`src/rtl/uart_console_pkg.sv`:
```
// Shared types and constants for the UART console monitor.
package uart_console_pkg;

  typedef enum logic [2:0] {
    IDLE,
    START,
    DATA,
    STOP,
    WAIT_IDLE
  } rx_state_e;

  localparam logic [7:0] LINE_CHAR_DEFAULT = 8'h0A;

  // Wide enough to hold 0..depth inclusive.
  function automatic int count_width(input int depth);
    return $clog2(depth) + 1;
  endfunction

endpackage

```
`src/rtl/uart_console_fifo.sv`:
```
// First-word fall-through byte FIFO; rdata shows the head combinationally and reads 0 while empty.
module uart_console_fifo
  import uart_console_pkg::*;
#(
  parameter int DEPTH = 64
) (
  input  logic                           clock,
  input  logic                           reset,
  input  logic                           push,
  input  logic [7:0]                     wdata,
  input  logic                           pop,
  output logic [7:0]                     rdata,
  output logic                           empty,
  output logic                           full,
  output logic [count_width(DEPTH)-1:0]  count
);

  localparam int AW = $clog2(DEPTH);
  localparam int CW = count_width(DEPTH);

  logic [7:0]    mem [DEPTH];
  logic [AW-1:0] wr_ptr;
  logic [AW-1:0] rd_ptr;
  logic          do_push;
  logic          do_pop;

  // A pop while full frees the slot the simultaneous push needs.
  assign do_pop  = pop && !empty;
  assign do_push = push && (!full || do_pop);

  always_ff @(posedge clock) begin
    if (do_push) mem[wr_ptr] <= wdata;
  end

  always_ff @(posedge clock) begin
    if (reset) begin
      wr_ptr <= '0;
      rd_ptr <= '0;
      count  <= '0;
    end else begin
      if (do_push) wr_ptr <= wr_ptr + 1'b1;
      if (do_pop)  rd_ptr <= rd_ptr + 1'b1;
      case ({do_push, do_pop})
        2'b10:   count <= count + 1'b1;
        2'b01:   count <= count - 1'b1;
        default: count <= count;
      endcase
    end
  end

  assign empty = (count == '0);
  assign full  = (count == CW'(DEPTH));
  assign rdata = empty ? 8'h00 : mem[rd_ptr];

endmodule

```
`src/rtl/uart_console_monitor.sv`:
```
// 8N1 receive sink for the SoC console: deserializer, byte FIFO, line tracking, sticky errors.
//   state     | meaning
//   IDLE      | line idle, waiting for a falling edge
//   START     | half-bit wait, confirm start bit is still low
//   DATA      | sample 8 data bits LSB-first, one per bit period
//   STOP      | sample stop bit; push byte or flag framing error
//   WAIT_IDLE | break/low line after bad stop, wait for rx high
module uart_console_monitor
  import uart_console_pkg::*;
#(
  parameter int         CLKS_PER_BIT = 16,
  parameter int         FIFO_DEPTH   = 64,
  parameter logic [7:0] LINE_CHAR    = LINE_CHAR_DEFAULT
) (
  input  logic                                clock,
  input  logic                                reset,
  input  logic                                rx,
  input  logic                                rd_en,
  output logic [7:0]                          rd_data,
  output logic                                empty,
  output logic                                full,
  output logic [count_width(FIFO_DEPTH)-1:0]  count,
  output logic                                line_ready,
  output logic                                frame_error,
  output logic                                overflow,
  input  logic                                clr_err
);

  localparam int              TW        = $clog2(CLKS_PER_BIT);
  localparam int              CW        = count_width(FIFO_DEPTH);
  localparam logic [TW-1:0]   HALF_LOAD = TW'(CLKS_PER_BIT / 2 - 1);
  localparam logic [TW-1:0]   FULL_LOAD = TW'(CLKS_PER_BIT - 1);

  logic          rx_meta, rx_sync, rx_prev;
  rx_state_e     state, state_n;
  logic [TW-1:0] timer, timer_n;
  logic [2:0]    bit_idx, bit_idx_n;
  logic [7:0]    shreg, shreg_n;
  logic          push, ferr_set, tc;
  logic          pop_ok, push_ok, ovf_set;
  logic          line_inc, line_dec;
  logic [CW-1:0] line_cnt;

  always_ff @(posedge clock) begin
    if (reset) begin
      rx_meta <= 1'b1;
      rx_sync <= 1'b1;
      rx_prev <= 1'b1;
    end else begin
      rx_meta <= rx;
      rx_sync <= rx_meta;
      rx_prev <= rx_sync;
    end
  end

  always_ff @(posedge clock) begin
    if (reset) begin
      state   <= IDLE;
      timer   <= '0;
      bit_idx <= '0;
      shreg   <= '0;
    end else begin
      state   <= state_n;
      timer   <= timer_n;
      bit_idx <= bit_idx_n;
      shreg   <= shreg_n;
    end
  end

  // Timer counts down from load-1 so expiry lands exactly load cycles later.
  assign tc = (timer == '0);

  always_comb begin
    state_n   = state;
    timer_n   = tc ? timer : timer - 1'b1;
    bit_idx_n = bit_idx;
    shreg_n   = shreg;
    push      = 1'b0;
    ferr_set  = 1'b0;
    case (state)
      IDLE: begin
        if (rx_prev && !rx_sync) begin
          timer_n = HALF_LOAD;
          state_n = START;
        end
      end
      START: begin
        if (tc) begin
          if (!rx_sync) begin
            timer_n   = FULL_LOAD;
            bit_idx_n = '0;
            state_n   = DATA;
          end else begin
            state_n = IDLE;
          end
        end
      end
      DATA: begin
        if (tc) begin
          shreg_n   = {rx_sync, shreg[7:1]};
          timer_n   = FULL_LOAD;
          bit_idx_n = bit_idx + 1'b1;
          if (bit_idx == 3'd7) state_n = STOP;
        end
      end
      STOP: begin
        if (tc) begin
          if (rx_sync) begin
            push    = 1'b1;
            state_n = IDLE;
          end else begin
            ferr_set = 1'b1;
            state_n  = WAIT_IDLE;
          end
        end
      end
      WAIT_IDLE: begin
        if (rx_sync) state_n = IDLE;
      end
      default: state_n = IDLE;
    endcase
  end

  uart_console_fifo #(.DEPTH(FIFO_DEPTH)) u_fifo (
    .clock (clock),
    .reset (reset),
    .push  (push),
    .wdata (shreg),
    .pop   (rd_en),
    .rdata (rd_data),
    .empty (empty),
    .full  (full),
    .count (count)
  );

  // Mirrors the FIFO's accept rules so dropped bytes never reach the line count.
  assign pop_ok   = rd_en && !empty;
  assign push_ok  = push && (!full || pop_ok);
  assign ovf_set  = push && full && !pop_ok;
  assign line_inc = push_ok && (shreg == LINE_CHAR);
  assign line_dec = pop_ok && (rd_data == LINE_CHAR);

  always_ff @(posedge clock) begin
    if (reset) begin
      line_cnt    <= '0;
      frame_error <= 1'b0;
      overflow    <= 1'b0;
    end else begin
      case ({line_inc, line_dec})
        2'b10:   line_cnt <= line_cnt + 1'b1;
        2'b01:   line_cnt <= line_cnt - 1'b1;
        default: line_cnt <= line_cnt;
      endcase
      if (clr_err) begin
        frame_error <= 1'b0;
        overflow    <= 1'b0;
      end else begin
        if (ferr_set) frame_error <= 1'b1;
        if (ovf_set)  overflow    <= 1'b1;
      end
    end
  end

  assign line_ready = (line_cnt != '0);

endmodule
```
`config.mk`:
```
export PLATFORM = sky130hd
export DESIGN_NAME = uart_console_monitor
export DESIGN_NICKNAME = d
export VERILOG_FILES = /design/src/rtl/uart_console_pkg.sv /design/src/rtl/uart_console_fifo.sv /design/src/rtl/uart_console_monitor.sv
export SDC_FILE = /design/constraint.sdc
export NUM_CORES = 1
export LEC_CHECK = 0
export BUFFER_PORTS_ARGS = -buffer_cell sky130_fd_sc_hd__buf_2
export CAP_MARGIN = 20
export CORE_MARGIN = 2
export CORE_UTILIZATION = 40
export DETAILED_ROUTE_END_ITERATION = 6
export PLACE_DENSITY_LB_ADDON = 0.3
export SETUP_SLACK_MARGIN = 0.5
export SYNTH_ARGS = -nofsm -noshare
export SYNTH_HDL_FRONTEND = slang
export SYNTH_HIERARCHICAL = 1
export SYNTH_SLANG_ARGS = --single-unit
```
`constraint.sdc`:
```
create_clock -name clock -period 13 [get_ports clock]
set_input_delay 0.65 -clock clock [delete_from_list [all_inputs] [get_ports clock]]
set_output_delay 0.65 -clock clock [all_outputs]
set_load 0.05 [all_outputs]
```
# After elaboration in Yosys (flattened, before gate mapping)
# Memories as Yosys holds them, arrays and structs flattened. A register that Yosys moved wholly into a read port is not among the register bits.
# Cells that the tools add are included.
# classes
add_sub_neg	8
multipliers	0
n_div	0
magnitude_cmp	0
n_eq_ne	19
n_shift	0
mux	32
bitwise_logic	0
reduce_logical	23
# op_table
operator	n
3-bit 2-to-1 mux	10
7-bit case mux with 2 select lines	2
4-bit 2-to-1 mux	5
8-bit by 4-bit equality test with 1-bit output (second input constant)	2
3-bit case mux with 5 select lines	1
7-bit by 1-bit adder with 7-bit output (second input constant)	2
2-bit inequality test (second input constant)	7
7-bit by 1-bit subtractor with 7-bit output (second input constant)	2
6-bit by 1-bit adder with 6-bit output (second input constant)	2
6-bit 2-to-1 mux	2
4-bit case mux with 3 select lines	1
1-bit 2-to-1 mux	8
8-bit 2-to-1 mux	1
7-bit equality test (second input constant)	1
1-bit logical AND	7
7-bit zero test	1
7-bit nonzero test	1
3-bit by 2-bit equality test with 1-bit output (second input constant)	2
3-bit equality test (second input constant)	2
3-bit case mux with 2 select lines	1
6-bit AND reduction	1
2-bit nonzero test	3
2-bit by 1-bit equality test with 1-bit output (second input constant)	2
2-bit equality test (second input constant)	2
11 further kinds	14
# word_totals
ff_bits	49
latch_bits	0
mem_bits_rw	512
romBits	0
input_bits	5
output_inout_bits	20
wordCells	96
memories	1
# memory_table
memory	words	word_bits	rd	rd_clocked_by_memory_dff	write_ports	line_no	rtl
u_fifo.mem	64	8	1	1	1	uart_console_fifo.sv:21	logic [7:0] mem [DEPTH];

# Logic depth before layout (Yosys ltp)
# Gate-level depths: netlist of the first run.
# depth
word_depth	8
ltp_mapped	18
depth_no_buf	15

# Cells and area by module
# Netlist of the first run, hierarchy kept.
# modules_own_cells
module	n_inst	cells_each	area_each_um2
uart_console_fifo	1	1045	20977.6
uart_console_monitor	1	198	1735.4

# Least setup slack after synthesis of the first run
# Ideal clock, no wire load.
# synth_timing
path_type	reg-to-reg
start	reg u_fifo.count[0]
end	reg line_cnt[6]
setup_ns	0.123
t_arrival_ns	5.065
required_ns	12.877
path_slack_ns	7.812
stages_incl_launch_ff	15
path_cell_list	dfxtp_1 -> or4_4 -> nor3_4 -> or3_2 -> o22a_1 -> o21ai_0 -> or4b_2 -> nor3_1 -> ha_1 -> inv_1 -> fa_1 -> nor2b_1 -> o2111ai_1 -> o211ai_1 -> mux2_1
# synth_between
elab_cells_between_ends	15
cone_classes	4 x eq/ne; 2 x mux; 9 x reduce/logical
# synth_lines
element	line_no	rtl
from (decl)	uart_console_fifo.sv:15	output logic [count_width(DEPTH)-1:0] count
from (signal assigned)	uart_console_fifo.sv:44	2'b10: count <= count + 1'b1;
from (signal assigned)	uart_console_fifo.sv:45	2'b01: count <= count - 1'b1;
from (signal assigned)	uart_console_fifo.sv:46	default: count <= count;
7-bit zero test *	uart_console_fifo.sv:51	assign empty = (count == '0);
named net empty	uart_console_monitor.sv:20	output logic empty,
8-bit 2-to-1 mux *	uart_console_fifo.sv:53	assign rdata = empty ? 8'h00 : mem[rd_ptr];
named net rd_data[0]	uart_console_monitor.sv:19	output logic [7:0] rd_data,
8-bit by 4-bit equality test with 1-bit output *	uart_console_monitor.sv:141	assign line_dec = pop_ok && (rd_data == LINE_CHAR);
1-bit logical AND *	uart_console_monitor.sv:141	
2-bit by 1-bit equality test with 1-bit output or 2-bit equality test (tied branches)	uart_console_monitor.sv:149	case ({line_inc, line_dec})
7-bit case mux with 2 select lines or 2-bit nonzero test (tied branches)	-	
to (signal assigned)	uart_console_monitor.sv:150	2'b10: line_cnt <= line_cnt + 1'b1;
to (signal assigned)	uart_console_monitor.sv:151	2'b01: line_cnt <= line_cnt - 1'b1;
to (signal assigned)	uart_console_monitor.sv:152	default: line_cnt <= line_cnt;
to (decl)	uart_console_monitor.sv:42	logic [CW-1:0] line_cnt;
# The timed path passes the listed nets; every way through them passes the cells marked *.
# A chain may end at the register's enable or synchronous reset.

==> results.py, run 1 <==
metrics = {
    "yosys": {
        "syn_avg_cell_area_um2": 18.27,
        "yosys-top-cells-area": "edfxtp_1 (68%), mux4_2 (13%), dfxtp_1 (4.8%)",
        "synth_nets": 1268,
        "synthSimpleGateAreaFrac": 0.05553,
        "yosysTopAreaCell": "edfxtp_1",
        "netlist_area_mm2": 0.02271,
        "syn_inst": 1243,
        "synthArstFlopShare": 0,
        "synth_seq_area_share": 0.7254,
        "synth_compound_area_frac": 0.04881,
        "synth_fa_ha_area_frac": 0.01168,
        "synth.top_cell.area_share": 0.6769,
        "synth_edf_count": 512,
        "ys_warn_count": 6,
        "synthFlopType": "edfxtp_1",
        "muxShareOfSynthArea": 0.1350,
        "yosysUniqueCellTypes": 68,
        "synth_top_family_by_area": "multiplexers",
        "ys_ff_latch": 567,
        "synth_xor_area_frac": 0.005784,
    },
    "sta": {
        "hold_ws_ns": 0.2181,
        "rsz0062_at_grt": "false",
        "finalSetupViolCount": 0,
        "fmax_mhz": 152.5,
        "setup_ws_ns": 6.443,
        "worstMarginPinSlew_ns": 1.051,
        "finClkSkew_ns": 0.01558,
        "post-route-period-util": 0.5044,
        "fin_crit_ns": 6.557,
        "hold_violations": 0,
        "fin_tns_setup_ns": 0,
        "slew_viol_final": 0,
        "slew_headroom": 0.2988,
    },
    "worst_setup_path": {
        "crit_type": "register to register",
        "arrival_ns": 7.05,
        "cpMostUsedCell": "buf_4",
        "worstPathMaxFanout": 56,
        "r2r_cells": 16,
        "critPathMaxStageDelay_ns": 0.81,
        "crit_path_start_kind": "register",
        "cp_cell_sequence": "buf_4, buf_4, mux4_2, a22o_1, a221oi_1, o22a_1, o21ai_0, or4b_2, nor3_1, ha_1, inv_1, fa_1, nor2b_1, o21a_1, o211ai_1, mux2_1",
        "worst_r2r_endpoint": "line_cnt[6]",
        "r2r_slack_ns": 6.44,
        "slowest_stage": "buf_4",
        "cp.required_ns": 13.49,
        "end_kind": "register",
    },
    "place": {
        "place_area_mm2": 0.02361,
        "dpl_worst_slack_ns": 6.286,
        "finalWeightedCongestion": 0.8587,
        "port_buffers": 24,
        "dp_hpwl_mm": 30.49,
    },
    "power_and_ir_drop": {
        "power.share.switching": 0.2395,
        "comb_power_share": 0.128,
        "finalPower_uw": 4241,
        "p_leak_uw": 0.008009,
        "p_seq_frac": 0.473,
        "vdd_ir_drop_max_mv": 0.1068,
        "power_switching_uw": 1016,
        "p_int_uw": 3225,
        "clockPowerShare": 0.399,
        "power_density_mw_per_mm2": 165.9,
    },
    "global_route": {
        "grt_pass1_vias": 11570,
        "grt_pass1_wl_mm": 75.71,
        "grt_usage": 0.1732,
        "antenna_found_initial": 0,
        "grt_max_degree": 68,
        "grt-ovfl-total": 0,
    },
    "routing": {
        "wire_per_inst_um": 24.34,
        "drc": 0,
        "ant_nets": 0,
        "initialDrtViolationCount": 1099,
        "vias": 11680,
        "first_pass_iters": 5,
        "vias_per_cell": 5.603,
        "finalWirelength_mm": 50.75,
    },
    "layout": {
        "drive_gt1_frac": 0.2250,
        "regArea_mm2": 0.01649,
        "area_growth_syn_to_layout_pct": 12.53,
        "multi_input_area_mm2": 0.005834,
        "antenna_cells": 0,
        "final_cell_mix": "edfxtp_1 (512), mux4_2 (128), nor2_1 (109)",
        "fillers": 4763,
        "final_common_cell": "edfxtp_1",
        "postLayoutCellArea_mm2": 0.02556,
        "fin_nets": 1304,
    },
    "status": {
        "status": "finished, final reports clean",
    },
    "hold_path": {
        "hold_depth": 2,
        "holdCritStartpoint": "rx",
        "hold_end": "rx_meta",
        "hold_class": "input pin to register",
    },
    "cts": {
        "clock_latency_ns": 0.61,
        "cts_setup_buffers": 0,
        "cts_buffer_depth": 3,
        "clock-sinks": 567,
        "cts_tree": "yes",
        "clockRootBuffer": "clkbuf_16",
        "ctsHoldBuffers": 0,
        "clkTransAtPathRegs_ns": 0.06,
        "h-tree-depth": 2,
        "cts_buffers": 58,
        "cts_resized": 0,
    },
    "floorplanning": {
        "core_area_mm2": 0.05628,
        "ioPinCount": 25,
        "die_h_um": 242.3,
        "num_rows": 87,
        "dieArea_mm2": 0.05870,
        "die-width_um": 242.3,
        "start_util": 0.4036,
    },
    "job": {
        "drv_cap": 0,
    },
}
[metrics by stage]
| stage | instances | util |
|---|---|---|
| after global placement | 1975 | 0.4195 |
| final | 2085 | 0.4541 |
| after detailed placement | 1975 | 0.4195 |
| after CTS | 2085 | 0.4541 |
| after global routing | 2085 | 0.4541 |
| after floorplan | 1243 | - |
[worst max path at each step]
stage	slack, ns	end	startpoint	cells past startpoint
final	6.44	line_cnt[6]	register	16
after global routing	5.93	line_cnt[6]	register	16
after CTS	6.25	line_cnt[6]	register	16
after floorplan	7.81	line_cnt[6]	u_fifo/count[0]	14
after detailed placement	6.29	line_cnt[6]	register	16
after global placement	6.39	line_cnt[6]	register	16
[cell usage after synthesis (4+ instances only)]
master	count
edfxtp_1	512
mux4_2	128
nor2_1	110
dfxtp_1	55
nand2_1	44
a21oi_1	36
clkbuf_1	28
buf_2	21
inv_1	20
o21ai_0	19
ha_1	18
a22oi_1	16
mux2i_1	16
nor2b_1	16
o22ai_1	15
nor3_1	14
a221oi_1	11
or2_2	11
xor2_1	10
a22o_1	9
nand2b_1	8
a21oi_2	7
a31oi_1	7
buf_1	7
nand3_1	7
buf_4	6
o221ai_1	6
o22a_1	5
xnor2_1	5
a211oi_1	4
buf_6	4
nand4_1	4
nor3b_1	4
nor4b_1	4
o21a_1	4
[routing by layer]
| metal | vias to the layer above | routed length, µm | GRT usage |
|---|---|---|---|
| li1 | 5096 | - | - |
| met1 | 6122 | 21680 | 0.2396 |
| met2 | 369 | 24600 | 0.2782 |
| met3 | 96 | 3018 | 0.02991 |
| met4 | 0 | 1458 | 0.06028 |
| met5 | - | 0 | 0 |
[cells by family after synthesis]
| logic type | count (synthesis) |
|---|---|
| adder cells (fa/ha/maj) | 20 |
| AO/OA/AOI/OAI | 156 |
| AND/OR/NAND/NOR | 252 |
| flip-flops | 567 |
| XOR/XNOR | 15 |
| buffers and inverters | 87 |
| multiplexers | 146 |
[sequential cells by signal, indices dropped and copies added (netlist names), named ones only]
signal / cells
u_fifo/mem: 512
shreg: 8
line_cnt: 7
u_fifo/count: 7
u_fifo/rd_ptr: 6
u_fifo/wr_ptr: 6
timer: 4
bit_idx: 3
state: 3
frame_error: 1
overflow: 1
rx_meta: 1
rx_prev: 1
rx_sync: 1
[cell type report]
class                      instances  share of cell area
clock buffer                      77             0.06207
inverter                          21            0.003084
sequential                       567              0.6454
timing repair buffer              42            0.009987
multi-input combinational        589              0.2283
clock inverter                    33             0.01420
tap                              756             0.03701
[power groups by stage]
stage	clock [µW]	sequential (µW)	combinational, µW
after floorplan	0	2020	442
after global placement	0	2050	547
after detailed placement	0	2050	550
after CTS	1730	2010	552
after global routing	1790	2010	582
final	1690	2010	545
[critical path, delay by kind of cell (launching register included)]
family,cells,cell delay (ns)
buffers and inverters,3,1.54
AND/OR/NAND/NOR,3,1.35
AO/OA/AOI/OAI,6,1.22
adder cells (fa/ha/maj),2,0.83
multiplexers,2,0.75
flip-flops,1,0.69
No activity file was read; power rests on OpenSTA's default activity.
==> run 2, diff against run 1 <==
ABC_AREA = 1   (was unset)
clock period = 6.3 ns   (was 13 ns; I/O delays follow)
==> results.py, run 2 <==
metrics = {
    "status": {
        "status": "finished, final reports clean",
    },
    "yosys": {
        "ys_warn_count": 6,
        "synth_nets": 2215,
        "synthMostInstantiatedCell": "nand2_1",
        "syn_inst": 2190,
        "yosysUniqueCellTypes": 44,
        "synth.top_cell.area_share": 0.6398,
        "netlist_area_mm2": 0.02403,
        "ys_ff_latch": 567,
        "synthFlopType": "edfxtp_1",
        "yosysTopAreaCell": "edfxtp_1",
        "synth_seq_area_share": 0.6856,
        "synth_edf_count": 512,
        "synthArstFlopShare": 0,
        "netlist_top_cells_count": "nand2_1 (711), edfxtp_1 (512), nand3_1 (458)",
        "yosys-top-cells-area": "edfxtp_1 (64%), nand2_1 (11%), nand3_1 (9.5%)",
        "syn_avg_cell_area_um2": 10.97,
    },
    "routing": {
        "drc": 0,
        "initialDrtViolationCount": 1725,
        "wire_per_inst_um": 19.64,
        "finalWirelength_mm": 59.01,
        "ant_nets": 0,
        "vias": 16100,
        "first_pass_iters": 5,
        "vias_per_cell": 5.359,
    },
    "power_and_ir_drop": {
        "power_density_mw_per_mm2": 394.3,
        "vdd_ir_drop_max_mv": 0.3440,
        "finalPower_uw": 10480,
        "p_leak_uw": 0.009749,
    },
    "hold_path": {
        "hold_end": "u_fifo/wr_ptr[3]",
        "hold_class": "input pin to register",
        "hold_depth": 2,
        "holdCritStartpoint": "reset",
    },
    "layout": {
        "regMostFlops": "u_fifo/mem",
        "largest_reg_flops": 512,
        "antenna_cells": 0,
        "fin_nets": 2210,
        "area_growth_syn_to_layout_pct": 10.58,
        "reg.largest.list": "u_fifo/mem x512, shreg x8",
        "final_util": 0.4486,
        "fillers": 5397,
        "drive_gt1_frac": 0.08382,
        "final_cell_mix": "nand2_1 (711), edfxtp_1 (512), nand3_1 (458)",
        "final_common_cell": "nand2_1",
    },
    "global_route": {
        "grt-ovfl-total": 0,
        "antenna_found_initial": 0,
        "grt_pass1_wl_mm": 91.97,
        "grt_max_degree": 129,
        "grt_usage": 0.1896,
        "grt_pass1_vias": 15810,
    },
    "sta": {
        "hold_violations": 0,
        "rsz0062_at_grt": "false",
        "finalSetupViolCount": 0,
        "finClkSkew_ns": 0.03765,
        "worstMarginPinSlew_ns": 0.9795,
        "fmax_mhz": 212.6,
        "post-route-period-util": 0.7466,
        "slew_viol_final": 0,
        "fin_crit_ns": 4.703,
        "fin_tns_setup_ns": 0,
        "slew_headroom": 0.3451,
    },
    "worst_setup_path": {
        "arrival_ns": 5.20,
        "end_kind": "register",
        "worstPathMaxFanout": 51,
        "critPathMaxStageDelay_ns": 0.50,
        "r2r_cells": 23,
        "worst_r2r_endpoint": "line_cnt[4]",
        "cp_cell_sequence": "inv_6, buf_4, nand2_1, nand3_1, nand3_1, nand2_1, nand2_1, nand3_1, nand3_1, a21oi_1, nor3b_1, nand4_1, nor3_1, ha_1, inv_1, fa_1, inv_1, nand2_1, nand2_1, nand2_1, xnor2_1, o21ai_1, inv_1",
        "cpMostUsedCell": "nand2_1",
        "slowest_stage": "nor3_1",
        "cp.required_ns": 6.80,
        "crit_path_start_kind": "register",
        "r2r_slack_ns": 1.60,
        "crit_type": "register to register",
    },
    "cts": {
        "cts_resized": 0,
        "cts_setup_buffers": 0,
        "clock-sinks": 567,
        "cts_buffers": 58,
        "cts_buffer_depth": 3,
        "cts_tree": "yes",
        "h-tree-depth": 2,
        "clock_latency_ns": 0.64,
        "clockRootBuffer": "clkbuf_16",
        "clkTransAtPathRegs_ns": 0.06,
    },
    "floorplanning": {
        "num_rows": 89,
        "die-width_um": 249.1,
        "ioPinCount": 25,
        "dieArea_mm2": 0.06205,
        "die_h_um": 249.1,
        "core_area_mm2": 0.05924,
        "start_util": 0.4056,
    },
    "job": {
        "drv_cap": 0,
    },
    "place": {
        "dp_hpwl_mm": 34.02,
        "finalWeightedCongestion": 0.8971,
        "port_buffers": 24,
    },
}
==> run 2: cell types whose count changed after synthesis, sizes merged, moves of 16 or more <==
cell / change
a22oi: -16
buf: +48
inv: +46
mux2i: -16
mux4: -128
nand2: +674
nand3: +451
nor2b: -16
==> run 2: kinds of logic after synthesis <==
logic type / synth area share
AOI/OAI and AO/OA: 0.01994
xor gates and xnor gates: 0.003280
buffers and inverters: 0.04270
adders and majority gates: 0.01104
DFF: 0.6856
and+or+nand+nor: 0.2374
==> run 2: how the worst max path moves through the flow <==
| stage | end | from | slack, ns |
|---|---|---|---|
| after floorplan | line_cnt[4] | register | 2.45 |
| after global placement | line_cnt[4] | register | 1.77 |
| after detailed placement | line_cnt[4] | register | 1.68 |
| after CTS | line_cnt[4] | register | 1.64 |
| after global routing | line_cnt[4] | register | 1.21 |
| final | line_cnt[4] | register | 1.60 |
==> run 2: final cells by class <==
class,count,area [µm²],share of cell area
well taps,773,967.2,0.03640
clock buffers,76,1570,0.05909
multi-input cells,1439,6529,0.2457
clock inverters,30,342.8,0.01290
inverters,68,266.5,0.01003
repair buffers,51,402.9,0.01516
flip-flops and latches,567,16490,0.6207
==> run 2: report_power, final <==
group	internal, µW	total (µW)	leakage [µW]	switching, µW
clock	1970	3410	0.000923	1440
combinational	672	2640	0.00366	1970
sequential	4340	4430	0.00517	91.4
==> run 2: through the flow <==
step / instances / setup slack [ns] / cell area [µm²] / hold WS [ns]
final: 3004 / 1.597 / 26570 / 0.1642
after global routing: 3004 / 1.211 / 26570 / 0.1700
after CTS: 3004 / 1.640 / 26570 / 0.1326
after floorplan: 2190 / 2.450 / 24030 / 0.3841
after detailed placement: 2896 / 1.676 / 24640 / 0.3995
after global placement: 2895 / 1.770 / 24620 / 0.4027
==> run 2: critical path, delay by kind of cell, from the launching register on <==
family,cells,cell delay [ns]
adder cells (fa/ha/maj),2,0.87
AND/OR/NAND/NOR,13,1.70
XOR/XNOR,1,0.12
flip-flops,1,0.46
AO/OA/AOI/OAI,2,0.31
buffers and inverters,5,1.05
==> run 2: layer usage <==
metal / up-vias / part of all wire / global-route usage
met3: 95 / 0.069 / 0.02978
met5: - / 0 / 0
met4: 0 / 0.025 / 0.05886
met2: 550 / 0.47 / 0.3059
li1: 7596 / - / -
met1: 7856 / 0.44 / 0.2644
==> run 2: repair_timing <==
action	CTS	global route
endpoints found under the hold margin	3	0
hold buffers	2	0
setup endpoints to repair	0	0
==> run 3, diff against run 2 <==
clock period = 4.7 ns   (was 6.3 ns; I/O delays follow)
==> results.py, run 3 (synthesis gave the netlist of run 2 again) <==
metrics = {
    "global_route": {
        "grt-ovfl-total": 0,
        "grt_pass1_vias": 15690,
        "grt_pass1_wl_mm": 90.96,
        "antenna_found_initial": 0,
        "grt_usage": 0.1876,
        "grt_max_degree": 131,
    },
    "routing": {
        "wire_per_inst_um": 19.81,
        "initialDrtViolationCount": 1732,
        "vias": 16260,
        "vias_per_cell": 5.345,
        "finalWirelength_mm": 60.28,
        "first_pass_iters": 6,
        "drc": 0,
        "ant_nets": 0,
    },
    "worst_setup_path": {
        "end_kind": "register",
        "crit_path_start_kind": "register",
        "cp_num_buf_inv": 6,
        "crit_type": "register to register",
        "r2r_cells": 24,
        "critPathTopFamily": "simple AND/OR/NAND/NOR gates",
        "worstPathMaxFanout": 32,
        "cp.required_ns": 5.21,
        "crit_cells": 24,
        "cp_cell_sequence": "buf_4, buf_16, nand2_1, nand3_1, nand3_1, nand2_1, nand2_1, nand3_1, nand3_1, a21oi_1, nor3b_1, nand4_1, nor3_4, buf_4, ha_4, inv_1, fa_1, inv_1, nand2_1, nand2_1, nand2_1, xnor2_1, o21ai_1, inv_1",
        "r2r_slack_ns": 0.72,
        "cpMostUsedCell": "nand2_1",
        "slowest_stage": "dfxtp_4",
        "critPathMaxStageDelay_ns": 0.44,
        "arrival_ns": 4.49,
    },
    "cts": {
        "clockRootBuffer": "clkbuf_16",
        "cts_tree": "yes",
        "cts_buffer_depth": 3,
        "h-tree-depth": 2,
        "clkTransAtPathRegs_ns": 0.06,
        "clock-sinks": 567,
        "clock_latency_ns": 0.63,
        "cts_buffers": 59,
    },
    "sta": {
        "hold_ws_ns": 0.1038,
        "post-route-period-util": 0.8472,
        "fin_tns_setup_ns": 0,
        "finalSetupViolCount": 0,
        "slew_headroom": 0.4256,
        "slew_viol_final": 0,
        "rsz0062_at_grt": "false",
        "fmax_mhz": 251.1,
        "fin_crit_ns": 3.982,
        "worstMarginPinSlew_ns": 0.8569,
        "hold_violations": 0,
        "finClkSkew_ns": 0.02576,
    },
    "layout": {
        "drive_gt1_frac": 0.09872,
        "largest_reg_flops": 512,
        "final_util": 0.4554,
        "fillers": 5476,
        "regArea_mm2": 0.01649,
        "fin_nets": 2246,
        "multi_input_area_mm2": 0.006560,
        "regMostFlops": "u_fifo/mem",
        "final_cell_mix": "nand2_1 (711), edfxtp_1 (512), nand3_1 (458)",
        "reg.largest.list": "u_fifo/mem x512, shreg x8",
        "area_growth_syn_to_layout_pct": 12.27,
        "final_common_cell": "nand2_1",
    },
    "job": {
        "drv_cap": 0,
    },
    "power_and_ir_drop": {
        "power_density_mw_per_mm2": 523.8,
        "finalPower_uw": 14130,
        "vdd_ir_drop_max_mv": 0.3764,
        "p_leak_uw": 0.009989,
    },
    "floorplanning": {
        "die-width_um": 249.1,
        "ioPinCount": 25,
        "die_h_um": 249.1,
        "start_util": 0.4056,
        "core_area_mm2": 0.05924,
        "dieArea_mm2": 0.06205,
        "num_rows": 89,
    },
    "place": {
        "port_buffers": 24,
        "finalWeightedCongestion": 0.9141,
        "dp_hpwl_mm": 33.81,
    },
    "hold_path": {
        "hold_depth": 2,
        "hold_class": "input pin to register",
    },
    "status": {
        "status": "finished, final reports clean",
    },
}
run 3: per-stage QoR:
step / setup WS [ns] / cell area (µm²) / std cells
after floorplan: 0.8496 / 24030 / 2190
after global placement: 0.4720 / 24900 / 2925
after detailed placement: 0.4469 / 24900 / 2925
after CTS: 0.5735 / 26790 / 3036
after global routing: 0.4852 / 26980 / 3042
final: 0.7181 / 26980 / 3043
run 3: power breakdown:
group          internal, µW  switching, µW  total [µW]
registers              5810           92.0        5910
clock network          2620           1900        4510
logic                  1000           2710        3710
total                  9430           4700       14100
run 3: layout make-up:
cell class,count,share of cell area
clock inverter,25,0.007838
timing repair buffer,86,0.02977
sequential,567,0.6114
tap,773,0.03585
clock buffer,84,0.06163
inverter,68,0.01030
multi-input combinational,1439,0.2431
antenna,1,0.00009275
run 3: path summary, 6_finish.rpt:
path	from	to
worst max-delay path	register	line_cnt[4]
worst max register to register	register	line_cnt[4]
worst min-delay path	reset	state[0]
worst min register to register	rx_meta	rx_sync
run 3: per-layer routing:
layer  track usage  vias up  wire length (µm)
met4       0.05198        0              1407
met1        0.2610     7978             26290
li1              -     7666                 -
met3       0.03856       81              4606
met5             0        -                 0
met2        0.2992      539             27970
run 3: repair_timing:
action / in CTS / in global routing
gates cloned: 0 / 4
hold endpoints to repair: 3 / 0
buffers inserted: 0 / 2
setup endpoints to repair: 2 / 5
gates resized for setup: 1 / 12
hold buffers: 2 / 0
pin swaps: 0 / 2
